==> src/rtl/t07_ssdec_pkg.sv <==
`default_nettype none
// ============================================================================
// Module   : t07_ssdec_pkg
// Purpose  : Shared types, default parameters and the frame-packing helper
//            for the seven-segment decoder serial link.
// Revision : 1.0  initial release
// ============================================================================
package t07_ssdec_pkg;

  // Transmitter phases. The select line is low through SHIFT_LO,
  // SHIFT_HI and HOLD.
  typedef enum logic [2:0] {
    IDLE     = 3'd0,
    SHIFT_LO = 3'd1,
    SHIFT_HI = 3'd2,
    HOLD     = 3'd3,
    GAP      = 3'd4
  } ssdec_tx_state_t;

  // Defaults: a 16-bit frame, a 1 MHz SCK from a 12 MHz clk, and a
  // 4-cycle inter-frame gap.
  localparam int SSDEC_DATA_W   = 16;
  localparam int SSDEC_HALF_DIV = 6;
  localparam int SSDEC_GAP      = 4;

  // Build a decoder frame: lives in [11:10], minutes in [9:7], tens of
  // seconds in [6:4], units of seconds in [3:0]. Bits [15:12] are zero.
  function automatic logic [15:0] pack_frame(
    input logic [1:0] lives,
    input logic [2:0] cnt_min,
    input logic [2:0] cnt_sec_ten,
    input logic [3:0] cnt_sec_one
  );
    return {4'b0000, lives, cnt_min, cnt_sec_ten, cnt_sec_one};
  endfunction

endpackage : t07_ssdec_pkg
`default_nettype wire

==> src/rtl/t07_ssdec_tick.sv <==
`default_nettype none
// ============================================================================
// Module   : t07_ssdec_tick
// Purpose  : Phase divider. While enabled, emits a one-cycle phase tick
//            every HALF_DIV clk cycles; the count is held at zero whenever
//            disabled, so each enable starts a full phase.
// Revision : 1.0  initial release
// ============================================================================
module t07_ssdec_tick #(
  parameter int HALF_DIV = 6
) (
  input  logic clk,
  input  logic nrst,
  input  logic i_en,
  output logic o_phase_tick
);

  localparam int                 c_CNT_W = $clog2(HALF_DIV + 1);
  localparam logic [c_CNT_W-1:0] c_LAST  = c_CNT_W'(HALF_DIV - 1);
  localparam logic [c_CNT_W-1:0] c_ONE   = c_CNT_W'(1);

  logic [c_CNT_W-1:0] r_cnt;
  logic               w_at_last;

  assign w_at_last = (r_cnt == c_LAST);

  // Count the cycles of the current phase; wrap to zero when it ends.
  always_ff @(posedge clk) begin
    if (!nrst || !i_en) begin
      r_cnt <= '0;
    end else if (w_at_last) begin
      r_cnt <= '0;
    end else begin
      r_cnt <= r_cnt + c_ONE;
    end
  end

  // The tick marks the last cycle of a phase, so the FSM changes phase
  // on the edge that closes exactly HALF_DIV cycles.
  always_comb begin
    o_phase_tick = i_en && w_at_last;
  end

endmodule : t07_ssdec_tick
`default_nettype wire

==> src/rtl/t07_ssdec_spi_tx.sv <==
`default_nettype none
// ============================================================================
// Module   : t07_ssdec_spi_tx
// Purpose  : SPI mode-0 transmitter feeding the external seven-segment
//            decoder board. Accepts one parallel frame over valid/ready and
//            shifts it out MSB-first with an active-low select, then holds
//            select high for a fixed gap before accepting the next frame.
// Revision : 1.0  initial release
// ============================================================================
module t07_ssdec_spi_tx
  import t07_ssdec_pkg::*;
#(
  parameter int DATA_W   = SSDEC_DATA_W,
  parameter int HALF_DIV = SSDEC_HALF_DIV,
  parameter int GAP      = SSDEC_GAP
) (
  input  logic              clk,
  input  logic              nrst,
  input  logic              i_tx_valid,
  input  logic [DATA_W-1:0] i_tx_data,
  output logic              o_tx_ready,
  output logic              o_tx_done,
  output logic              o_ssdec_sdi,
  output logic              o_ssdec_sck,
  output logic              o_ssdec_ss
);

  localparam int                 c_BIT_W    = $clog2(DATA_W);
  localparam int                 c_GAP_W    = $clog2(GAP + 1);
  localparam logic [c_BIT_W-1:0] c_BIT_TOP  = c_BIT_W'(DATA_W - 1);
  localparam logic [c_BIT_W-1:0] c_BIT_ONE  = c_BIT_W'(1);
  localparam logic [c_GAP_W-1:0] c_GAP_LAST = c_GAP_W'(GAP - 1);
  localparam logic [c_GAP_W-1:0] c_GAP_ONE  = c_GAP_W'(1);

  // The module parameter GAP shares its name with the enum literal, so
  // the literal is always referenced through the package scope.
  localparam ssdec_tx_state_t c_ST_GAP = t07_ssdec_pkg::GAP;

  ssdec_tx_state_t     r_state;
  ssdec_tx_state_t     w_state_nxt;
  logic [DATA_W-1:0]   r_shreg;
  logic [DATA_W-1:0]   w_shreg_nxt;
  logic [c_BIT_W-1:0]  r_bit_cnt;
  logic [c_BIT_W-1:0]  w_bit_cnt_nxt;
  logic [c_GAP_W-1:0]  r_gap_cnt;
  logic [c_GAP_W-1:0]  w_gap_cnt_nxt;
  logic                r_done;
  logic                w_done_nxt;

  logic                w_busy;
  logic                w_tick;
  logic                w_last_bit;
  logic                w_gap_end;

  // Select is asserted for the whole shift and hold window.
  assign w_busy     = (r_state == SHIFT_LO) || (r_state == SHIFT_HI) ||
                      (r_state == HOLD);
  assign w_last_bit = (r_bit_cnt == '0);
  assign w_gap_end  = (r_state == c_ST_GAP) && (r_gap_cnt == c_GAP_LAST);

  t07_ssdec_tick #(
    .HALF_DIV     (HALF_DIV)
  ) u_tick (
    .clk          (clk),
    .nrst         (nrst),
    .i_en         (w_busy),
    .o_phase_tick (w_tick)
  );

  // State register; reset aborts any frame in flight.
  always_ff @(posedge clk) begin
    if (!nrst) begin
      r_state <= IDLE;
    end else begin
      r_state <= w_state_nxt;
    end
  end

  // Next-state: phases advance on the divider tick, the gap on its counter.
  always_comb begin
    w_state_nxt = r_state;
    case (r_state)
      IDLE: begin
        if (i_tx_valid) begin
          w_state_nxt = SHIFT_LO;
        end
      end
      SHIFT_LO: begin
        if (w_tick) begin
          w_state_nxt = SHIFT_HI;
        end
      end
      SHIFT_HI: begin
        if (w_tick) begin
          w_state_nxt = w_last_bit ? HOLD : SHIFT_LO;
        end
      end
      HOLD: begin
        if (w_tick) begin
          w_state_nxt = c_ST_GAP;
        end
      end
      c_ST_GAP: begin
        if (w_gap_end) begin
          w_state_nxt = IDLE;
        end
      end
      default: begin
        w_state_nxt = IDLE;
      end
    endcase
  end

  // Datapath next values: frame capture, shifting, bit/gap counting and
  // the end-of-frame pulse.
  always_comb begin
    w_shreg_nxt   = r_shreg;
    w_bit_cnt_nxt = r_bit_cnt;
    w_gap_cnt_nxt = '0;
    w_done_nxt    = 1'b0;
    case (r_state)
      IDLE: begin
        // tx_data is only looked at on the accept edge.
        if (i_tx_valid) begin
          w_shreg_nxt   = i_tx_data;
          w_bit_cnt_nxt = c_BIT_TOP;
        end
      end
      SHIFT_HI: begin
        // The falling SCK edge presents the next bit; after bit 0 the
        // register is left alone so SDI holds the last bit through HOLD.
        if (w_tick && !w_last_bit) begin
          w_shreg_nxt   = {r_shreg[DATA_W-2:0], 1'b0};
          w_bit_cnt_nxt = r_bit_cnt - c_BIT_ONE;
        end
      end
      HOLD: begin
        if (w_tick) begin
          w_shreg_nxt = '0;
          w_done_nxt  = 1'b1;
        end
      end
      c_ST_GAP: begin
        if (!w_gap_end) begin
          w_gap_cnt_nxt = r_gap_cnt + c_GAP_ONE;
        end
      end
      default: begin
        w_shreg_nxt = r_shreg;
      end
    endcase
  end

  // Datapath registers.
  always_ff @(posedge clk) begin
    if (!nrst) begin
      r_shreg   <= '0;
      r_bit_cnt <= '0;
      r_gap_cnt <= '0;
      r_done    <= 1'b0;
    end else begin
      r_shreg   <= w_shreg_nxt;
      r_bit_cnt <= w_bit_cnt_nxt;
      r_gap_cnt <= w_gap_cnt_nxt;
      r_done    <= w_done_nxt;
    end
  end

  // Outputs decoded from registered state only; tx_valid never reaches a pin.
  always_comb begin
    o_tx_ready  = (r_state == IDLE);
    o_tx_done   = r_done;
    o_ssdec_ss  = !w_busy;
    o_ssdec_sck = (r_state == SHIFT_HI);
    o_ssdec_sdi = w_busy & r_shreg[DATA_W-1];
  end

endmodule : t07_ssdec_spi_tx
`default_nettype wire

==> config.mk <==
export PLATFORM = sky130hd
export DESIGN_NAME = t07_ssdec_spi_tx
export DESIGN_NICKNAME = d
export VERILOG_FILES = /design/src/rtl/t07_ssdec_pkg.sv /design/src/rtl/t07_ssdec_tick.sv /design/src/rtl/t07_ssdec_spi_tx.sv
export SDC_FILE = /design/constraint.sdc
export NUM_CORES = 1
export LEC_CHECK = 0
export CAP_MARGIN = 20
export CORE_MARGIN = 1
export CORE_UTILIZATION = 45
export DETAILED_ROUTE_END_ITERATION = 10
export PLACE_DENSITY = 0.68
export SETUP_SLACK_MARGIN = 0.4
export SYNTH_ARGS = -nofsm -noshare
export SYNTH_HDL_FRONTEND = slang
export SYNTH_HIERARCHICAL = 1
export SYNTH_SLANG_ARGS = --single-unit
export TNS_END_PERCENT = 5
==> constraint.sdc <==
create_clock -name clk -period 2.46 [get_ports clk]
set_input_delay 0.369 -clock clk [delete_from_list [all_inputs] [get_ports clk]]
set_output_delay 0.369 -clock clk [all_outputs]
set_load 0.005 [all_outputs]
Word-level counts from Yosys, hierarchy flattened. Index checks and enable logic that the tools add are counted.

Multiplexer cells: 15. Add/sub/neg operators: 3. Eq/ne operators: 12. Bitwise gates (word level): 3. Reduce and logical (&&, ||, !) cells: 19.

Operators with widths (number): 16-bit 2-to-1 mux (3); 16-bit case mux with 3 select lines (1); 3-bit 2-to-1 mux (5); 3-bit case mux with 5 select lines (1); 3-bit by 2-bit == test with 1-bit output (second input constant) (3); 4-bit 2-to-1 mux (2); 2-bit != test (second input constant) (4); 4-bit case mux with 2 select lines (1); 3-bit by 1-bit adder with 3-bit output (second input constant) (2); 3-bit == test (second input constant) (2); 5-bit AND reduction (1); 4-bit logical NOT (1); 2-bit by 1-bit != test with 1-bit output (second input constant) (2); 4-bit AND reduction (1); 4-bit by 1-bit subtractor with 4-bit output (second input constant) (1); 3-bit by 1-bit == test with 1-bit output (second input constant) (1); 1-bit logical AND (3); 1-bit logical NOT (3); 3-bit logical NOT (1); 1-bit logical OR (3); 3-bit AND reduction (1); 3-bit nonzero test (1); 3-bit OR reduction (1); 2-bit 2-to-1 mux (1); 6 further kinds (7).

Flip-flop bits (word level): 30. Output and inout bits: 5. Word-level logic and storage cells: 58. Bits of input ports: 19.

Logic depth before layout (Yosys ltp).
Word-level depth: 7. Gate-level depth with buffers: 10. Gate-level depth less buffers: 6.

Modules after synthesis. Netlist, hierarchy kept.

Modules (own cells, without submodules): t07_ssdec_spi_tx (seq. area each 540.5 µm², instances 1, cells an instance 170, area an instance 1495.2 µm²); t07_ssdec_tick (seq. area each 60.1 µm², instances 1, cells an instance 13, area an instance 137.6 µm²).

Worst setup path after synthesis. No wires, ideal clock.

Kind: register to register. Start: reg r_state[1]. End: reg r_shreg[6]. Period minus slack after synthesis: 2.128 ns. Buffers on the path: 4. Setup time: 0.122 ns. Slack: 0.332 ns. Cell stages (with the launch flop): 11. Arrival time: 2.007 ns. Data required time: 2.338 ns. Cell sequence: dfxtp_1 -> clkbuf_1 -> clkbuf_1 -> nor2_1 -> nor2_1 -> and3_1 -> nand3b_1 -> o21a_1 -> buf_6 -> buf_12 -> mux2i_1.

Longest elaborated chain between the ends: 7. Elaborated cells between the ends (all ways): 14. Classes of those cells: eq/ne: 6; mux: 1; reduce/logical: 7.

RTL lines: start: declaration (line t07_ssdec_spi_tx.sv:39) `ssdec_tx_state_t r_state;`; start signal: assignment (line t07_ssdec_spi_tx.sv:75) `r_state <= w_state_nxt;`; 3-bit by 1-bit == test with 1-bit output or 3-bit by 2-bit == test with 1-bit output (tied branches) (line t07_ssdec_spi_tx.sv:56) `assign w_busy = (r_state == SHIFT_LO) || (r_state == SHIFT_HI) ||`; 1-bit logical OR (line t07_ssdec_spi_tx.sv:56); 1-bit logical OR (*) (line t07_ssdec_spi_tx.sv:56); named net w_busy (line t07_ssdec_spi_tx.sv:50) `logic w_busy;`; 1-bit logical AND (*) (line t07_ssdec_tick.sv:41) `o_phase_tick = i_en && w_at_last;`; named net w_tick (line t07_ssdec_spi_tx.sv:51) `logic w_tick;`; 1-bit logical AND (line t07_ssdec_spi_tx.sv:132) `if (w_tick && !w_last_bit) begin`; 2-bit by 1-bit != test with 1-bit output (no source line); 4-bit AND reduction (no source line) (*); end signal: assignment (line t07_ssdec_spi_tx.sv:162) `r_shreg <= w_shreg_nxt;`; end: declaration (line t07_ssdec_spi_tx.sv:41) `logic [DATA_W-1:0] r_shreg;`.

The timed path passes the listed nets; every way through them passes the cells marked *. A chain may end at the register's enable or synchronous reset.

Worst setup path in the final report.
Start: reg r_state[0]. End: out o_tx_ready.

Longest elaborated chain between the ends: 1.

RTL lines: 3-bit logical NOT (line t07_ssdec_spi_tx.sv:171) `o_tx_ready = (r_state == IDLE);`; end: declaration (line t07_ssdec_spi_tx.sv:21) `output logic o_tx_ready,`.

Every way passes these cells.

==> impl_metrics.ini <==
[timing]
relSlewSlack_pct = 64.5
fmax_mhz = 496
fin_crit_sh_pct = 81.9
finalSetupViolCount = 0
timing.final.ws_setup_ns = 0.446
period_minus_slack_ns = 2.01
hold_viol = 0
tns_ns = 0
rsz0062_at_grt = yes
skew_ns = 0.00949
tightest_slew_ns = 0.525
slew_viol_final = 0

[clock_network]
numCtsBuffers = 5
cts_root_buf = clkbuf_4
htree_levels = 2
cts_sinks = 30
clockBufferDepth = 2
path_clk_slew_ns = 0.10
cts_hold_buf = 0
cts_setup_buffers = 0
clk_latency_ns = 0.33
cts_tree = yes
post_cts_resized = 1

[final_layout]
syn_to_final_growth_pct = 19.0
multi_input_comb_area_um2 = 931
fillers = 316
drive_gt1_share_pct = 9.31
final_common_cell = dfxtp_1
seqCellArea_um2 = 602
finalNetCount = 227
final_cells = 250
utilization_pct = 56.9
final_cell_mix = dfxtp_1, clkdlybuf4s50_1, nand2_1
diodes = 0

[synth]
syn_area_mm2 = 0.00163
ys_seq_area_share_pct = 36.8
synth_edf_count = 0
ys_warn_count = 6
synth_top_cells_by_area = dfxtp_1, mux2i_1, and3b_1
synth_area_leader_cell = dfxtp_1
synth_top_area_share_pct = 36.8
async_flop_share_pct = 0
avgSynthCellArea_um2 = 8.92
synth_seq_cells = 30
ys.flop_type = dfxtp_1
synth_nets = 207
ys_types = 39
synth_cells = 183

[global_route]
antenna_found_initial = 0
grt_max_degree = 34
grt_pass1_wl_um = 5270
grt_pass1_vias = 1200
grt_usage_pct = 17.1
grt-ovfl-total = 0

[power_and_ir_drop]
net-switching-power_uw = 247
swShare_pct = 23.6
p_seq_share_pct = 50.3
p_int_uw = 800
pwr-share-comb_pct = 13.2
vdd_ir_drop_max_v = 0.000360
power_frac_clock_pct = 36.5
fin_total_pwr_mw = 1.05
power.density_mw_per_mm2 = 539
p_leak_nw = 0.840

[worst_setup_path]
reg2reg_depth = 5
path_max_fanout = 26
cp-start-kind = flop
r2r_end = r_shreg[3]$_SDFFE_PN0P_
r2r_setup_slack_ns = 0.64
setup.worst_path.end_class = primary output
worstReg2RegStart = r_bit_cnt[0]$_SDFFE_PN0P_
worstSetupPathType = flop to primary output
arrival_ns = 1.65
critical_path_required_ns = 2.09

[route]
drc = 0
drt_wl_total_um = 2940
via_per_inst = 5.26
drtAntennaViolNets = 0
dr.pass1.iters = 4
drt_iter0_markers = 35
vias = 1316
wl_per_cell_um = 11.8

[die]
start_util_pct = 47.8
die_h_um = 62.2
chipWidth_um = 62.2
core_area_mm2 = 0.00342
ios = 24
fp.dieArea_mm2 = 0.00387
row_count = 21

[placement]
gp_congestion = 0.799
port_buffers = 23
place_ws_ns = 0.313
placed_cells = 242
dp_hpwl_um = 2030

[worst_hold_path]
min_from = r_gap_cnt[0]$_SDFF_PP0_
hp-class = flop to flop
worstHoldEndpoint = r_gap_cnt[0]$_SDFF_PP0_
hold_depth = 1

[status]
status = complete, no violations

[run]
drv_cap = 0
cell type report:
class	instances	area share, %
multi-input cells	134	47.9
flip-flops and latches	30	31.0
repair buffers	26	13.0
well taps	46	2.96
clock inverters	3	2.06
clock buffers	5	1.93
inverters	6	1.16
logic make-up after synthesis:
family                   Yosys count  synth area share [%]
flip-flops                        30                  36.8
AND/OR/NAND/NOR                   83                  31.7
multiplexers                      16                  9.88
adder cells (fa/ha/maj)            5                  3.83
buffers and inverters             19                  6.28
AO/OA/AOI/OAI                     30                  11.5
worst max-delay path by stage:
| stage | start | endpoint | slack, ns | depth (start not counted) |
|---|---|---|---|---|
| global route | r_state[0]$_SDFFE_PN0P_ | o_tx_ready | 0.32 | 3 |
| finish | r_state[0]$_SDFFE_PN0P_ | o_tx_ready | 0.45 | 3 |
| detailed placement | i_tx_valid | r_shreg[3]$_SDFFE_PN0P_ | 0.31 | 4 |
| CTS | r_bit_cnt[0]$_SDFFE_PN0P_ | r_shreg[5]$_SDFFE_PN0P_ | 0.39 | 5 |
| global placement | i_tx_valid | r_shreg[4]$_SDFFE_PN0P_ | 0.34 | 4 |
| floorplan | r_state[1]$_SDFFE_PN0P_ | r_shreg[6]$_SDFFE_PN0P_ | 0.43 | 10 |
power groups by stage:
stage | combinational, mW | sequential, mW | clock (mW)
after floorplan | 0.0983 | 0.534 | 0
after global placement | 0.135 | 0.537 | 0
after detailed placement | 0.139 | 0.538 | 0
after CTS | 0.140 | 0.527 | 0.393
after global routing | 0.153 | 0.531 | 0.420
final | 0.138 | 0.527 | 0.382
worst max-delay path, stage by stage, from the launching register on:
cell and delay, ns:
dfxtp_1 0.32, buf_4 0.20, nor3_1 0.23, clkdlybuf4s50_1 0.56
cell usage after synthesis, types with 2 or more instances:
master / number
and3b_1: 15
dfxtp_1: 30
o2111a_1: 2
a31oi_1: 2
clkbuf_1: 9
inv_1: 6
ha_1: 5
nand2b_1: 3
nor3_1: 4
nand3_1: 3
nor2b_1: 15
buf_6: 2
o21a_1: 3
mux2i_1: 15
nand2_1: 19
nor2_1: 9
a21oi_1: 2
and3_1: 3
a211oi_1: 2
o21ai_0: 15
flip-flops by register name, indices dropped and copies added (netlist names):
signal and count:
r_gap_cnt 3, o_tx_done 1, r_shreg 16, u_tick/r_cnt 3, r_state 3, r_bit_cnt 4
layer usage:
metal	routed length [um]	track usage, %	up-vias
li1	-	-	687
met4	37	6.10	0
met1	1430	21.3	599
met3	120	6.07	5
met5	0	0	-
met2	1360	27.2	25
through the flow:
step | instance area, um^2 | hold WS [ns]
floorplan | 1630 | 0.398
global placement | 1860 | 0.406
detailed placement | 1860 | 0.416
CTS | 1940 | 0.429
global route | 1940 | 0.463
finish | 1940 | 0.433
No activity file was read; power rests on OpenSTA's default activity.
